**src/rtl/bias_pkg.sv**
```systemverilog
// Shared types and helpers for the bias-add stage.
// Holds the FSM encoding, per-layer defaults and the clamp function.
package bias_pkg;

  typedef enum logic [1:0] {
    ST_IDLE = 2'd0,
    ST_LOAD = 2'd1,
    ST_RUN  = 2'd2
  } state_t;

  localparam int DEF_NUM_CH  = 64;
  localparam int DEF_BIAS_W  = 32;
  localparam int DEF_ACC_W   = 32;
  localparam int DEF_OUT_W   = 16;

  localparam int CONV_NUM_CH = 64;
  localparam int FIRE_NUM_CH = 48;

  localparam int SAT_MAX_W   = 64;

  // Sign-extends x from in_w bits, then clamps to a signed out_w range.
  function automatic logic signed [SAT_MAX_W-1:0] sat_clamp(
    input logic signed [SAT_MAX_W-1:0] x,
    input int                          in_w,
    input int                          out_w
  );
    logic signed [SAT_MAX_W-1:0] v;
    logic signed [SAT_MAX_W-1:0] hi;
    logic signed [SAT_MAX_W-1:0] lo;
    v  = (x <<< (SAT_MAX_W - in_w)) >>> (SAT_MAX_W - in_w);
    hi = (64'sd1 <<< (out_w - 1)) - 64'sd1;
    lo = -(64'sd1 <<< (out_w - 1));
    if (v > hi) begin
      return hi;
    end
    if (v < lo) begin
      return lo;
    end
    return v;
  endfunction

endpackage

```
**src/rtl/bias_sat_add.sv**
```systemverilog
// Combinational sign-extend, add, optional ReLU and saturate.
// Shared with other activation paths.
module bias_sat_add
  import bias_pkg::*;
#(
  parameter int ACC_W  = DEF_ACC_W,
  parameter int BIAS_W = DEF_BIAS_W,
  parameter int OUT_W  = DEF_OUT_W
) (
  input  logic [ACC_W-1:0]  acc,
  input  logic [BIAS_W-1:0] bias,
  input  logic              relu_en,
  output logic [OUT_W-1:0]  res
);

  localparam int S = ((ACC_W > BIAS_W) ? ACC_W : BIAS_W) + 1;

  logic signed [S-1:0]         acc_x;
  logic signed [S-1:0]         bias_x;
  logic signed [S-1:0]         sum;
  logic signed [SAT_MAX_W-1:0] wide;

  always_comb begin
    acc_x  = {{(S-ACC_W){acc[ACC_W-1]}}, acc};
    bias_x = {{(S-BIAS_W){bias[BIAS_W-1]}}, bias};
    sum    = acc_x + bias_x;
    if (relu_en && sum[S-1]) begin
      sum = '0;
    end
    wide = {{(SAT_MAX_W-S){sum[S-1]}}, sum};
    res  = OUT_W'(sat_clamp(wide, S, OUT_W));
  end

endmodule

```
**src/rtl/bias_unit.sv**
```systemverilog
// Runtime-loadable bias store with a one-cycle bias-add stage.
// Loaded over ld_*, then adds bias, ReLU and saturation per acc word.
module bias_unit
  import bias_pkg::*;
#(
  parameter int NUM_CH  = DEF_NUM_CH,
  parameter int BIAS_W  = DEF_BIAS_W,
  parameter int ACC_W   = DEF_ACC_W,
  parameter int OUT_W   = DEF_OUT_W,
  localparam int CH_W   = (NUM_CH > 1) ? $clog2(NUM_CH) : 1
) (
  input  logic              clk,
  input  logic              rst_n,
  input  logic              load_start,
  input  logic              ld_valid,
  output logic              ld_ready,
  input  logic [BIAS_W-1:0] ld_data,
  output logic              loaded,
  input  logic              relu_en,
  input  logic              acc_valid,
  output logic              acc_ready,
  input  logic [ACC_W-1:0]  acc_data,
  input  logic [CH_W-1:0]   acc_ch,
  output logic              out_valid,
  input  logic              out_ready,
  output logic [OUT_W-1:0]  out_data,
  output logic [CH_W-1:0]   out_ch,
  output logic              ch_err
);

  localparam logic [CH_W-1:0] LAST = CH_W'(NUM_CH - 1);

  logic [BIAS_W-1:0] bias_mem [NUM_CH];

  state_t            state;
  logic [CH_W-1:0]   wr_ptr;
  logic              ld_fire;
  logic              acc_fire;
  logic              ch_ok;
  logic [BIAS_W-1:0] bias_sel;
  logic [OUT_W-1:0]  sum_sat;

  assign ld_ready  = (state == ST_LOAD) && !load_start;
  assign acc_ready = (state == ST_RUN) && !load_start &&
                     (!out_valid || out_ready);
  assign ld_fire   = ld_valid && ld_ready;
  assign acc_fire  = acc_valid && acc_ready;

  // Out-of-range channels only exist for non power-of-2 NUM_CH.
  assign ch_ok    = 32'(acc_ch) < NUM_CH;
  assign bias_sel = ch_ok ? bias_mem[acc_ch] : '0;

  bias_sat_add #(
    .ACC_W  (ACC_W),
    .BIAS_W (BIAS_W),
    .OUT_W  (OUT_W)
  ) u_sat_add (
    .acc     (acc_data),
    .bias    (bias_sel),
    .relu_en (relu_en),
    .res     (sum_sat)
  );

  always_ff @(posedge clk or negedge rst_n) begin
    if (!rst_n) begin
      for (int i = 0; i < NUM_CH; i++) begin
        bias_mem[i] <= '0;
      end
    end else if (ld_fire) begin
      bias_mem[wr_ptr] <= ld_data;
    end
  end

  always_ff @(posedge clk or negedge rst_n) begin
    if (!rst_n) begin
      state  <= ST_IDLE;
      wr_ptr <= '0;
      loaded <= 1'b0;
    end else if (load_start) begin
      state  <= ST_LOAD;
      wr_ptr <= '0;
      loaded <= 1'b0;
    end else begin
      unique case (state)
        ST_LOAD: begin
          if (ld_fire) begin
            if (wr_ptr == LAST) begin
              state  <= ST_RUN;
              loaded <= 1'b1;
              wr_ptr <= '0;
            end else begin
              wr_ptr <= wr_ptr + 1'b1;
            end
          end
        end
        ST_IDLE, ST_RUN: begin
        end
        default: state <= ST_IDLE;
      endcase
    end
  end

  // A held result drains independently of load_start.
  always_ff @(posedge clk or negedge rst_n) begin
    if (!rst_n) begin
      out_valid <= 1'b0;
      out_data  <= '0;
      out_ch    <= '0;
      ch_err    <= 1'b0;
    end else begin
      if (load_start) begin
        ch_err <= 1'b0;
      end else if (acc_fire && !ch_ok) begin
        ch_err <= 1'b1;
      end
      if (acc_fire) begin
        out_valid <= 1'b1;
        out_data  <= sum_sat;
        out_ch    <= acc_ch;
      end else if (out_ready) begin
        out_valid <= 1'b0;
      end
    end
  end

endmodule

```
**config.mk**
```make
export PLATFORM = sky130hd
export DESIGN_NAME = bias_unit
export DESIGN_NICKNAME = d
export VERILOG_FILES = /design/src/rtl/bias_pkg.sv /design/src/rtl/bias_sat_add.sv /design/src/rtl/bias_unit.sv
export SDC_FILE = /design/constraint.sdc
export NUM_CORES = 2
export LEC_CHECK = 0
export CORE_MARGIN = 1.5
export CORE_UTILIZATION = 60
export DETAILED_ROUTE_END_ITERATION = 6
export PLACE_DENSITY = 0.84
export SKIP_LAST_GASP = 1
export SYNTH_ARGS = -nofsm -noshare
export SYNTH_HDL_FRONTEND = slang
export SYNTH_SLANG_ARGS = --single-unit
```
**constraint.sdc**
```tcl
create_clock -name clk -period 5.4 [get_ports clk]
set_input_delay 0.81 -clock clk [delete_from_list [all_inputs] [get_ports clk]]
set_output_delay 0.81 -clock clk [all_outputs]
set_load 0.02 [all_outputs]
```
==> impl_metrics.ini <==
[outcome]
status = finished, final reports clean

[yosys]
async_reset_ff_share_pct = 100
yosys_register_bits = 2080
synth_top_family_by_area = multiplexers
synth_cell_types = 81
netlist_area_um2 = 95800
yosysWarningCount = 0
synth_edf_count = 0
synth_common_cells = 2,080 x dfrtp_1, 2,021 x mux2_2, 662 x mux4_2
synth_area_leaders = dfrtp_1 54%, mux2_2 24%, mux4_2 16%, clkbuf_1 1.6%, buf_1 0.67%
yosysMostFrequentCell = dfrtp_1
synth_top_area_share_pct = 54.4
synth-simple-area-share_pct = 1.37
avgSynthCellArea_um2 = 16.2
syn-num-nets = 6029
synthMuxAreaShare_pct = 39.9
synth_xor_area_share_pct = 0.256
synth_compound_gate_area_share_pct = 1.23
ys.flop_type = dfrtp_1
syn-instance-count = 5918
ys_seq_area_share_pct = 54.4
synth_area_leader_cell = dfrtp_1
synth_adder_area_share_pct = 0.452

[floorplanning]
die_area_um2 = 162000
die_h_um = 402
boundaryPins = 104
core_area_um2 = 158000
rows = 146
start_util_pct = 60.5
die_w_um = 402

[global_routing]
grtUsageMet2_pct = 50.3
gr-usage-all-layers_pct = 32.1
met3_usage_pct = 6.90
globalRoute.busiestLayer = met2
antenna_found_initial = 19
use_met1_pct = 45.1
first_global_vias = 58500
grt_overflow_total = 0
grt_max_degree = 194
grt_pass1_wl_um = 385000

[power_and_ir_drop]
p_per_area_nw_per_um2 = 304
p_leak_uw = 0.0522
ir_drop_uv = 256

[sta]
drv_slew = 0
tightestPinTransition_ns = 1.27
clock_skew_ns = 0.0415
timing.hold.ws_ns = 0.483
max_freq_ghz = 0.188
fin_tns_setup_ns = 0
max_slew_margin_pct = 15.0
finalWorstSetupSlack_ns = 0.0771
finalSetupViolations = 0
period_share_pct = 98.6
finalHoldViolCount = 0
fin_crit_ns = 5.32

[min_path]
hold-path-cell-count = 2
holdPathEnd = out_ch[4]$_DFFE_PN0P_
hold_path.class = reg -> reg
hold_start = out_ch[4]$_DFFE_PN0P_

[routing]
wl_per_cell_um = 30.7
drc = 0
vias_per_cell = 6.72
wl_um = 254000
drt_pre_antenna_iters = 6
dr.first_iter.drc_count = 5549
drtAntennaViolNets = 0
vias = 55400

[setup_path]
cp_data_required_time_ns = 6.13
ff2ff_path_depth = 17
timing.rr.start = bias_mem[399]$_DFFE_PN0P_
critical_path.top_delay_family = multiplexers
endpoint_kind = flip-flop
worstReg2RegEnd = out_data[2]$_DFFE_PN0P_
path_class = in -> reg
crit_slowest_cell = a2111oi_0
slowest_delay_ns = 0.68
r2r_slack_ns = 0.25
cp.arrival_ns = 6.06
crit_buf_inv = 6
start_kind = input port
path_cells = buf_8 > buf_12 > buf_4 > buf_12 > mux4_2 > mux4_2 > mux4_2 > ha_1 > nand4_1 > a2111oi_0 > buf_4 > nand3_1 > a21oi_1 > or3_1 > nand4bb_1 > nor4_2 > a41oi_1 > buf_4 > o31ai_1
crit_fanout = 15

[layout]
final_area_um2 = 108000
nFillCells = 9825
drive_gt1_share_pct = 57.1
area_delta_synth_final_pct = 12.9
final_nets = 6108
layout.cells.non_filler = 8250

[clock_network]
clock_path_buffers = 3
path_clk_slew_ns = 0.06
ctsHtreeMaxLevel = 4
clock-sinks = 2080
worstSkewPairLatency_ns = 0.86
numCtsBuffers = 201
clk_root_buffer_cell = clkbuf_16
cts_tree = done

[placed_design]
placed_cell_area_um2 = 101000
dp_hpwl_um = 149000
gp_congestion = 0.919
port_buffers = 102
dp_slack_ns = -0.739
placed_cells = 7863

[run]
drv_cap = 0
area by class of cell:
class                   instances  area, um^2  area share [%]
diodes                          8        20.0          0.0185
clock buffers                 304        6080            5.63
clock inverters                72         861           0.796
inverters                       8        30.0          0.0278
multi-input cells            3232       41700            38.6
flip-flops and latches       2080       52000            48.1
well taps                    2072        2590            2.40
repair buffers                474        4750            4.40
metrics by stage:
step | util [%] | total power [uW]
CTS | 68.2 | 33000
finish | 68.3 | 32900
detailed placement | 63.8 | 18500
floorplan | - | 17600
global placement | 63.8 | 18400
global route | 68.3 | 33800
registers in the layout, summed over array words and instances, names as in the netlist:
register and flops:
out_valid 1, out_ch 6, loaded 1, state 2, out_data 16, wr_ptr 6
bias_mem 2048
worst reg2reg max path: stages (launching register included):
cell,delay (ns)
dfrtp_1,0.38
mux4_2,0.47
mux4_2,0.49
mux2_2,0.39
nand2_1,0.11
o21ai_0,0.23
ha_1,0.47
nand4_1,0.19
a2111oi_0,0.68
buf_4,0.23
nand3_1,0.07
a21oi_1,0.14
or3_1,0.16
nand4bb_1,0.13
nor4_2,0.29
a41oi_1,0.15
buf_4,0.21
o31ai_1,0.25
what timing repair did:
action                                  4_1_cts  5_1_grt
endpoints found under the hold margin        31        0
setup buffers                                 0        1
hold buffers                                  1        0
endpoints found under the setup margin        0       16
gates resized for setup                       0        9
cell usage in the layout (no fill, tap or decap), types with 37 or more instances in the layout:
master / n
dfrtp_1: 2080
mux2_2: 2021
mux4_2: 662
buf_4: 287
clkbuf_16: 206
buf_12: 82
nand2_1: 73
clkdlybuf4s50_1: 63
clkbuf_8: 59
clkbuf_1: 41
o21ai_0: 39
clkinv_2: 39
mux2_1: 38
nor2_1: 37
cells by family after synthesis:
| kind of cell | after synthesis |
|---|---|
| mux | 2731 |
| flops | 2080 |
| buf+inv | 606 |
| simple gates | 267 |
| compound gates | 171 |
| fa+ha+maj | 34 |
| xor+xnor | 28 |
| other cells | 1 |
metal layers:
metal | vias up | wire (um)
li1 | 22400 | -
met1 | 30100 | 100000
met2 | 2354 | 121000
met3 | 546 | 23100
met4 | 12 | 9190
met5 | - | 89
where the power goes:
group	internal (uW)	leakage, uW	switching (uW)
Combinational	930	0.0199	1230
Sequential	15900	0.0289	175
Clock	8460	0.00343	6150
Total	25300	0.0522	7550
how the worst max path moves through the flow:
stage	start	to	slack [ns]	cells after the start
final	acc_ch[0]	out_data[2]$_DFFE_PN0P_	0.08	19
after global routing	acc_ch[0]	out_data[12]$_DFFE_PN0P_	-0.08	21
after CTS	acc_ch[0]	out_data[4]$_DFFE_PN0P_	0.09	21
after detailed placement	acc_ch[0]	out_data[2]$_DFFE_PN0P_	-0.74	19
after global placement	acc_ch[0]	out_data[0]$_DFFE_PN0P_	-0.76	21
after floorplan	acc_ch[0]	out_data[10]$_DFFE_PN0P_	0.007	18
No activity file was read; power rests on OpenSTA's default activity.
